<file path="config.mk">
export PLATFORM = sky130hd
export DESIGN_NAME = ifetch_queue
export DESIGN_NICKNAME = d
export VERILOG_FILES = /design/src/rtl/ifetch_pkg.sv /design/src/rtl/ifetch_fifo.sv /design/src/rtl/ifetch_queue.sv
export SDC_FILE = /design/constraint.sdc
export NUM_CORES = 1
export LEC_CHECK = 0
export ABC_AREA = 0
export CAP_MARGIN = 10
export CORE_MARGIN = 8
export CORE_UTILIZATION = 35
export CTS_BUF_LIST = sky130_fd_sc_hd__clkbuf_16
export DETAILED_ROUTE_END_ITERATION = 8
export PLACE_DENSITY_LB_ADDON = 0.1
export SLEW_MARGIN = 20
export SYNTH_ARGS = -nofsm -noshare
export SYNTH_HDL_FRONTEND = slang
export SYNTH_HIERARCHICAL = 1
export SYNTH_SLANG_ARGS = --single-unit
</file>
<file path="constraint.sdc">
create_clock -name clk -period 4 [get_ports clk]
set_input_delay 0.8 -clock clk [delete_from_list [all_inputs] [get_ports clk]]
set_output_delay 0.8 -clock clk [all_outputs]
set_load 0.01 [all_outputs]
</file>
<file path="src/rtl/ifetch_pkg.sv">
// Shared types and helpers for the instruction-fetch queue.
// Covers the queue entry layout, the NOP encoding and the index-width helper.
package ifetch_pkg;

  localparam logic [31:0] NOP_INSTR = 32'h0000_0000;

  typedef struct packed {
    logic [31:0] instr;
    logic [31:0] pcplus4;
  } ifq_entry_t;

  function automatic int idx_width(input int depth);
    return (depth <= 2) ? 1 : $clog2(depth);
  endfunction

endpackage

</file>
<file path="src/rtl/ifetch_fifo.sv">
// Circular buffer of fetched instructions with their PC+4. Flush clears it in one cycle.
// DEPTH must be a power of two so the pointers wrap by overflow.
module ifetch_fifo
  import ifetch_pkg::*;
#(
  parameter int DEPTH = 4
) (
  input  logic                          clk,
  input  logic                          rst,
  input  logic                          push,
  input  ifq_entry_t                    push_entry,
  input  logic                          pop,
  input  logic                          flush,
  output ifq_entry_t                    head,
  output logic                          empty,
  output logic [idx_width(DEPTH):0]     count
);

  localparam int IDX_W = idx_width(DEPTH);
  localparam int CW    = IDX_W + 1;

  logic [IDX_W-1:0] rd_ptr_q, rd_ptr_d;
  logic [IDX_W-1:0] wr_ptr_q, wr_ptr_d;
  logic [CW-1:0]    count_q, count_d;
  ifq_entry_t       mem_q [DEPTH];
  ifq_entry_t       mem_d [DEPTH];

  always_comb begin
    rd_ptr_d = rd_ptr_q;
    wr_ptr_d = wr_ptr_q;
    count_d  = count_q;
    mem_d    = mem_q;
    if (flush) begin
      rd_ptr_d = '0;
      wr_ptr_d = '0;
      count_d  = '0;
    end else begin
      if (push) begin
        mem_d[wr_ptr_q] = push_entry;
        wr_ptr_d        = wr_ptr_q + 1'b1;
      end
      if (pop) begin
        rd_ptr_d = rd_ptr_q + 1'b1;
      end
      count_d = count_q + CW'(push) - CW'(pop);
    end
  end

  always_ff @(posedge clk) begin
    if (rst) begin
      rd_ptr_q <= '0;
      wr_ptr_q <= '0;
      count_q  <= '0;
    end else begin
      rd_ptr_q <= rd_ptr_d;
      wr_ptr_q <= wr_ptr_d;
      count_q  <= count_d;
    end
  end

  // Payload needs no reset; validity is carried entirely by count_q.
  always_ff @(posedge clk) begin
    mem_q <= mem_d;
  end

  assign head  = mem_q[rd_ptr_q];
  assign empty = (count_q == '0);
  assign count = count_q;

  // The issue-side space check must make an unpopped push into a full queue impossible.
  assert property (@(posedge clk) disable iff (rst)
    !(push && !pop && !flush && (count_q == CW'(DEPTH))));

endmodule

</file>
<file path="src/rtl/ifetch_queue.sv">
// Fetch front end: owns the fetch PC, issues imem reads and queues returned instructions.
// Optional macro IFETCH_BYPASS_EN presents a returning response on if_* when the queue is empty.
module ifetch_queue
  import ifetch_pkg::*;
#(
  parameter int          DEPTH    = 4,
  parameter logic [31:0] PC_RESET = 32'h0000_0000,
  parameter int          ADDR_W   = 10
) (
  input  logic                          clk,
  input  logic                          rst,
  output logic                          imem_req,
  output logic [ADDR_W-1:0]             imem_addr,
  input  logic [31:0]                   imem_data,
  input  logic                          redirect,
  input  logic [31:0]                   redirect_pc,
  input  logic                          stall,
  output logic                          if_valid,
  output logic [31:0]                   if_instr,
  output logic [31:0]                   if_pcplus4,
  output logic [idx_width(DEPTH):0]     q_count
);

  localparam int CW = idx_width(DEPTH) + 1;

  logic [31:0] fetch_pc_q, fetch_pc_d;
  logic [31:0] issued_pc_q, issued_pc_d;
  logic        inflight_q, inflight_d;
  logic        drop_q, drop_d;

  logic          fifo_push, fifo_pop, fifo_empty;
  logic [CW-1:0] fifo_count;
  ifq_entry_t    fifo_head, resp_entry, head_entry;
  logic          resp_valid, pop_req;
  logic [CW:0]   occupancy;

  assign occupancy  = {1'b0, fifo_count} + (CW + 1)'(inflight_q);
  assign imem_req   = !rst && !redirect && (occupancy < (CW + 1)'(DEPTH));
  assign imem_addr  = fetch_pc_q[ADDR_W+1:2];

  assign resp_valid         = inflight_q && !drop_q;
  assign resp_entry.instr   = imem_data;
  assign resp_entry.pcplus4 = issued_pc_q + 32'd4;

`ifdef IFETCH_BYPASS_EN
  logic bypass_hit;
  assign bypass_hit = fifo_empty && resp_valid;
  assign if_valid   = !fifo_empty || bypass_hit;
  assign head_entry = fifo_empty ? resp_entry : fifo_head;
  assign pop_req    = if_valid && !stall && !redirect;
  // A bypassed response consumed on arrival never enters the queue.
  assign fifo_push  = resp_valid && !redirect && !(bypass_hit && pop_req);
  assign fifo_pop   = pop_req && !fifo_empty;
`else
  assign if_valid   = !fifo_empty;
  assign head_entry = fifo_head;
  assign pop_req    = if_valid && !stall && !redirect;
  assign fifo_push  = resp_valid && !redirect;
  assign fifo_pop   = pop_req;
`endif

  assign if_instr   = if_valid ? head_entry.instr   : NOP_INSTR;
  assign if_pcplus4 = if_valid ? head_entry.pcplus4 : 32'h0;
  assign q_count    = fifo_count;

  always_comb begin
    fetch_pc_d  = fetch_pc_q;
    issued_pc_d = issued_pc_q;
    inflight_d  = imem_req;
    drop_d      = 1'b0;
    if (redirect) begin
      fetch_pc_d = redirect_pc;
      drop_d     = inflight_q;
    end else if (imem_req) begin
      fetch_pc_d  = fetch_pc_q + 32'd4;
      issued_pc_d = fetch_pc_q;
    end
  end

  always_ff @(posedge clk) begin
    if (rst) begin
      fetch_pc_q  <= PC_RESET;
      issued_pc_q <= PC_RESET;
      inflight_q  <= 1'b0;
      drop_q      <= 1'b0;
    end else begin
      fetch_pc_q  <= fetch_pc_d;
      issued_pc_q <= issued_pc_d;
      inflight_q  <= inflight_d;
      drop_q      <= drop_d;
    end
  end

  ifetch_fifo #(.DEPTH(DEPTH)) u_fifo (
    .clk        (clk),
    .rst        (rst),
    .push       (fifo_push),
    .push_entry (resp_entry),
    .pop        (fifo_pop),
    .flush      (redirect),
    .head       (fifo_head),
    .empty      (fifo_empty),
    .count      (fifo_count)
  );

endmodule

</file>
==> reports/results.tsv <==
metric	value	unit
p_per_area	426	mW/mm^2
antenna_found_initial	0	
first_global_vias	8369	
finClkSkew	11.8	ps
cap_violations	0	
status	complete, no violations	
whs_path_depth	2	
grt_pass1_wl	49.3	mm
post-cts-setup-buffer-count	0	
dieArea	0.0459	sq mm
period_minus_slack	3400	ps
grt_max_degree	68	
layout-drive-gt1-share	0.142	
ioPinCount	147	
hold_viol	0	
hold_buffers	0	
cp-startpoint	u_fifo/rd_ptr_q[1]$_SDFFE_PP0P_	
finalCritPeriodShare	0.850	
fmax	0.294	GHz
timing.rr.end	u_fifo/mem_q[94]$_DFFE_PP_	
synth_fp_nets	1008	
clockBufferDepth	3	
syn_inst	931	
worstMarginPinSlew	776	ps
core.rowCount	72	
synth_cell_types	56	
final_cells	1622	
setup_viol	0	
clock_sinks	329	
startpoint_type	flop	
track_usage	0.134	
cp_cell_sequence	buf_12, mux4_2, nor2b_1, clkdlybuf4s50_1	
critical_path_class	flop to primary output	
dr_total_vias	7953	
vias_per_cell	4.90	
numPortBuffers	146	
nets	1156	
drt_wl_total	31.3	mm
root_buffer	clkbuf_16	
ys_seq_area_frac	0.666	
final_antenna_net_count	0	
setup_tns	0	ps
max_stage_delay	700	ps
cp.required	3200	ps
power_leakage	0.00528	uW
dr.first_iter.drc_count	376	
arrival	2600	ps
area_growth_syn_to_layout	23.5	%
clock_latency	510	ps
async_flop_share	0	
start_util	0.355	
netlist_area	0.0137	sq mm
dp.cells	1558	
clk_pin_slew_worst_paths	60	ps
min_to	issued_pc_q[1]$_SDFFE_PP0P_	
htree_levels	2	
first_pass_iters	4	
slew_headroom	0.483	
holdCritPathClass	flop to flop	
synth-seq-cells	329	
min_from	fetch_pc_q[1]$_SDFFE_PP0P_	
cp_top_family	buffers and inverters	
worst_path_max_delay_cell	dfxtp_2	
cts_resized	0	
worst_setup_path_end_kind	primary output	
core_area	0.0387	sq mm
drv_slew	0	
synth.avg_cell_area	14.8	sq um
cts_buffers	37	
dieHeight	214	microns
diodes	0	
synth_edf_count	256	
crit_buf_inv	2	
path_max_fanout	30	
ir_drop	0.258	mV
remaining_drc_errors	0	
worst_r2r_startpoint	issued_pc_q[2]$_SDFFE_PP0P_	
place_ws	666	ps
rrSetupSlack	1350	ps
wl_per_cell	19.3	microns
cts_tree	yes	
worstRegToRegCells	6	
rsz0062_at_grt	false	
grt-ovfl-total	0	
die_w	214	microns
dp_hpwl	20.0	mm
place.gp.congestion	0.750	
ys_warn_count	6	
synthFlopType	edfxtp_1	
fin_ws	599	ps
worst max-delay path by stage:
stage               depth (start not counted)  slack (ps)                   endpoint
floorplan                                   6         670  u_fifo/mem_q[0]$_DFFE_PP_
global placement                            6         710                   imem_req
detailed placement                          6         670                   imem_req
CTS                                         4         480             if_pcplus4[15]
global route                                4         440             if_pcplus4[15]
finish                                      4         600             if_pcplus4[15]
report_power, final:
part	internal, uW	switching (uW)
registers	3710	50.3
logic	164	162
clock network	1870	1270
worst register-to-register path: stages, from the launching register on:
cell	delay [ps]
dfxtp_1	540
ha_1	370
inv_1	60
or3_1	470
or4_4	490
nor2_1	130
xor2_1	370
logic make-up (layout without fill, tap and decap cells):
group           Yosys count  in the layout  synth area share
compound gates          100            100            0.0438
mux                      70             70             0.109
flops                   329            329             0.666
xor+xnor                 42             42            0.0279
fa+ha+maj                 9              9           0.00874
simple gates            301            301             0.113
buf+inv                  80            253            0.0318
through the flow:
step / total power, uW / util / area [sq um] / hold WS [ps]
3_3_place_gp: 4160 / 0.409 / 15900 / 446
6_report: 7230 / 0.438 / 17000 / 458
4_1_cts: 7350 / 0.438 / 17000 / 457
2_1_floorplan: 3980 / - / 13700 / 431
3_5_place_dp: 4170 / 0.409 / 15900 / 447
5_1_grt: 7520 / 0.438 / 17000 / 480
layer usage:
| layer | up-vias | wire [microns] | global-route usage |
|---|---|---|---|
| li1 | 3792 | - | - |
| met3 | 37 | 1430 | 0.0289 |
| met2 | 166 | 14800 | 0.218 |
| met1 | 3958 | 14600 | 0.182 |
| met4 | 0 | 466 | 0.0299 |
| met5 | - | 0 | 0 |
synth_stat cells, drive strengths merged, types with 8 or more instances:
| cell type | number | area (sq um) |
|---|---|---|
| nand2 | 95 | 357 |
| o22ai | 9 | 56.3 |
| clkbuf | 29 | 109 |
| a31oi | 19 | 119 |
| buf | 32 | 257 |
| and3 | 8 | 51.3 |
| nand3 | 29 | 145 |
| edfxtp | 256 | 7690 |
| nor2b | 66 | 413 |
| nand4 | 18 | 119 |
| xnor2 | 22 | 193 |
| xor2 | 19 | 166 |
| a21oi | 48 | 240 |
| nor2 | 32 | 120 |
| inv | 18 | 67.6 |
| dfxtp | 73 | 1460 |
| mux4 | 64 | 1440 |
| nor3 | 9 | 45.0 |
| ha | 8 | 100 |
| and2 | 18 | 113 |
state kept, by name, summed over array words and instances, names as in the netlist:
signal and count:
u_fifo/count 3, u_fifo/wr_ptr_q 2, inflight_q 1, u_fifo/mem_q 256
issued_pc_q 32, drop_q 1, u_fifo/rd_ptr_q 2, fetch_pc_q 32
placed cells by master (no fill, tap or decap), drive strengths merged, types with 4 or more instances in the layout:
master and instances:
edfxtp 256, clkdlybuf4s50 145, nand2 95, dfxtp 73, nor2b 66, mux4 64
a21oi 48, clkbuf 37, nor2 32, nand3 29, inv 26, buf 25
xnor2 22, xor2 19, a31oi 19, nand4 18, and2 18, clkinv 16
o22ai 9, nor3 9, ha 8, and3 8, or3 6, or2 5
and4 4, nor4 4, mux2i 4, o21ai 4, a22oi 4
area by class of cell:
cell class | instances | area (sq um)
Fill cell | 3556 | 21800
Multi-Input combinational cell | 522 | 4180
Clock buffer | 37 | 926
Sequential cell | 329 | 9150
Timing Repair Buffer | 170 | 1800
Tap cell | 518 | 648
Clock inverter | 27 | 200
Inverter | 19 | 71.3
Note: power is estimated with default switching activity, not from simulation.
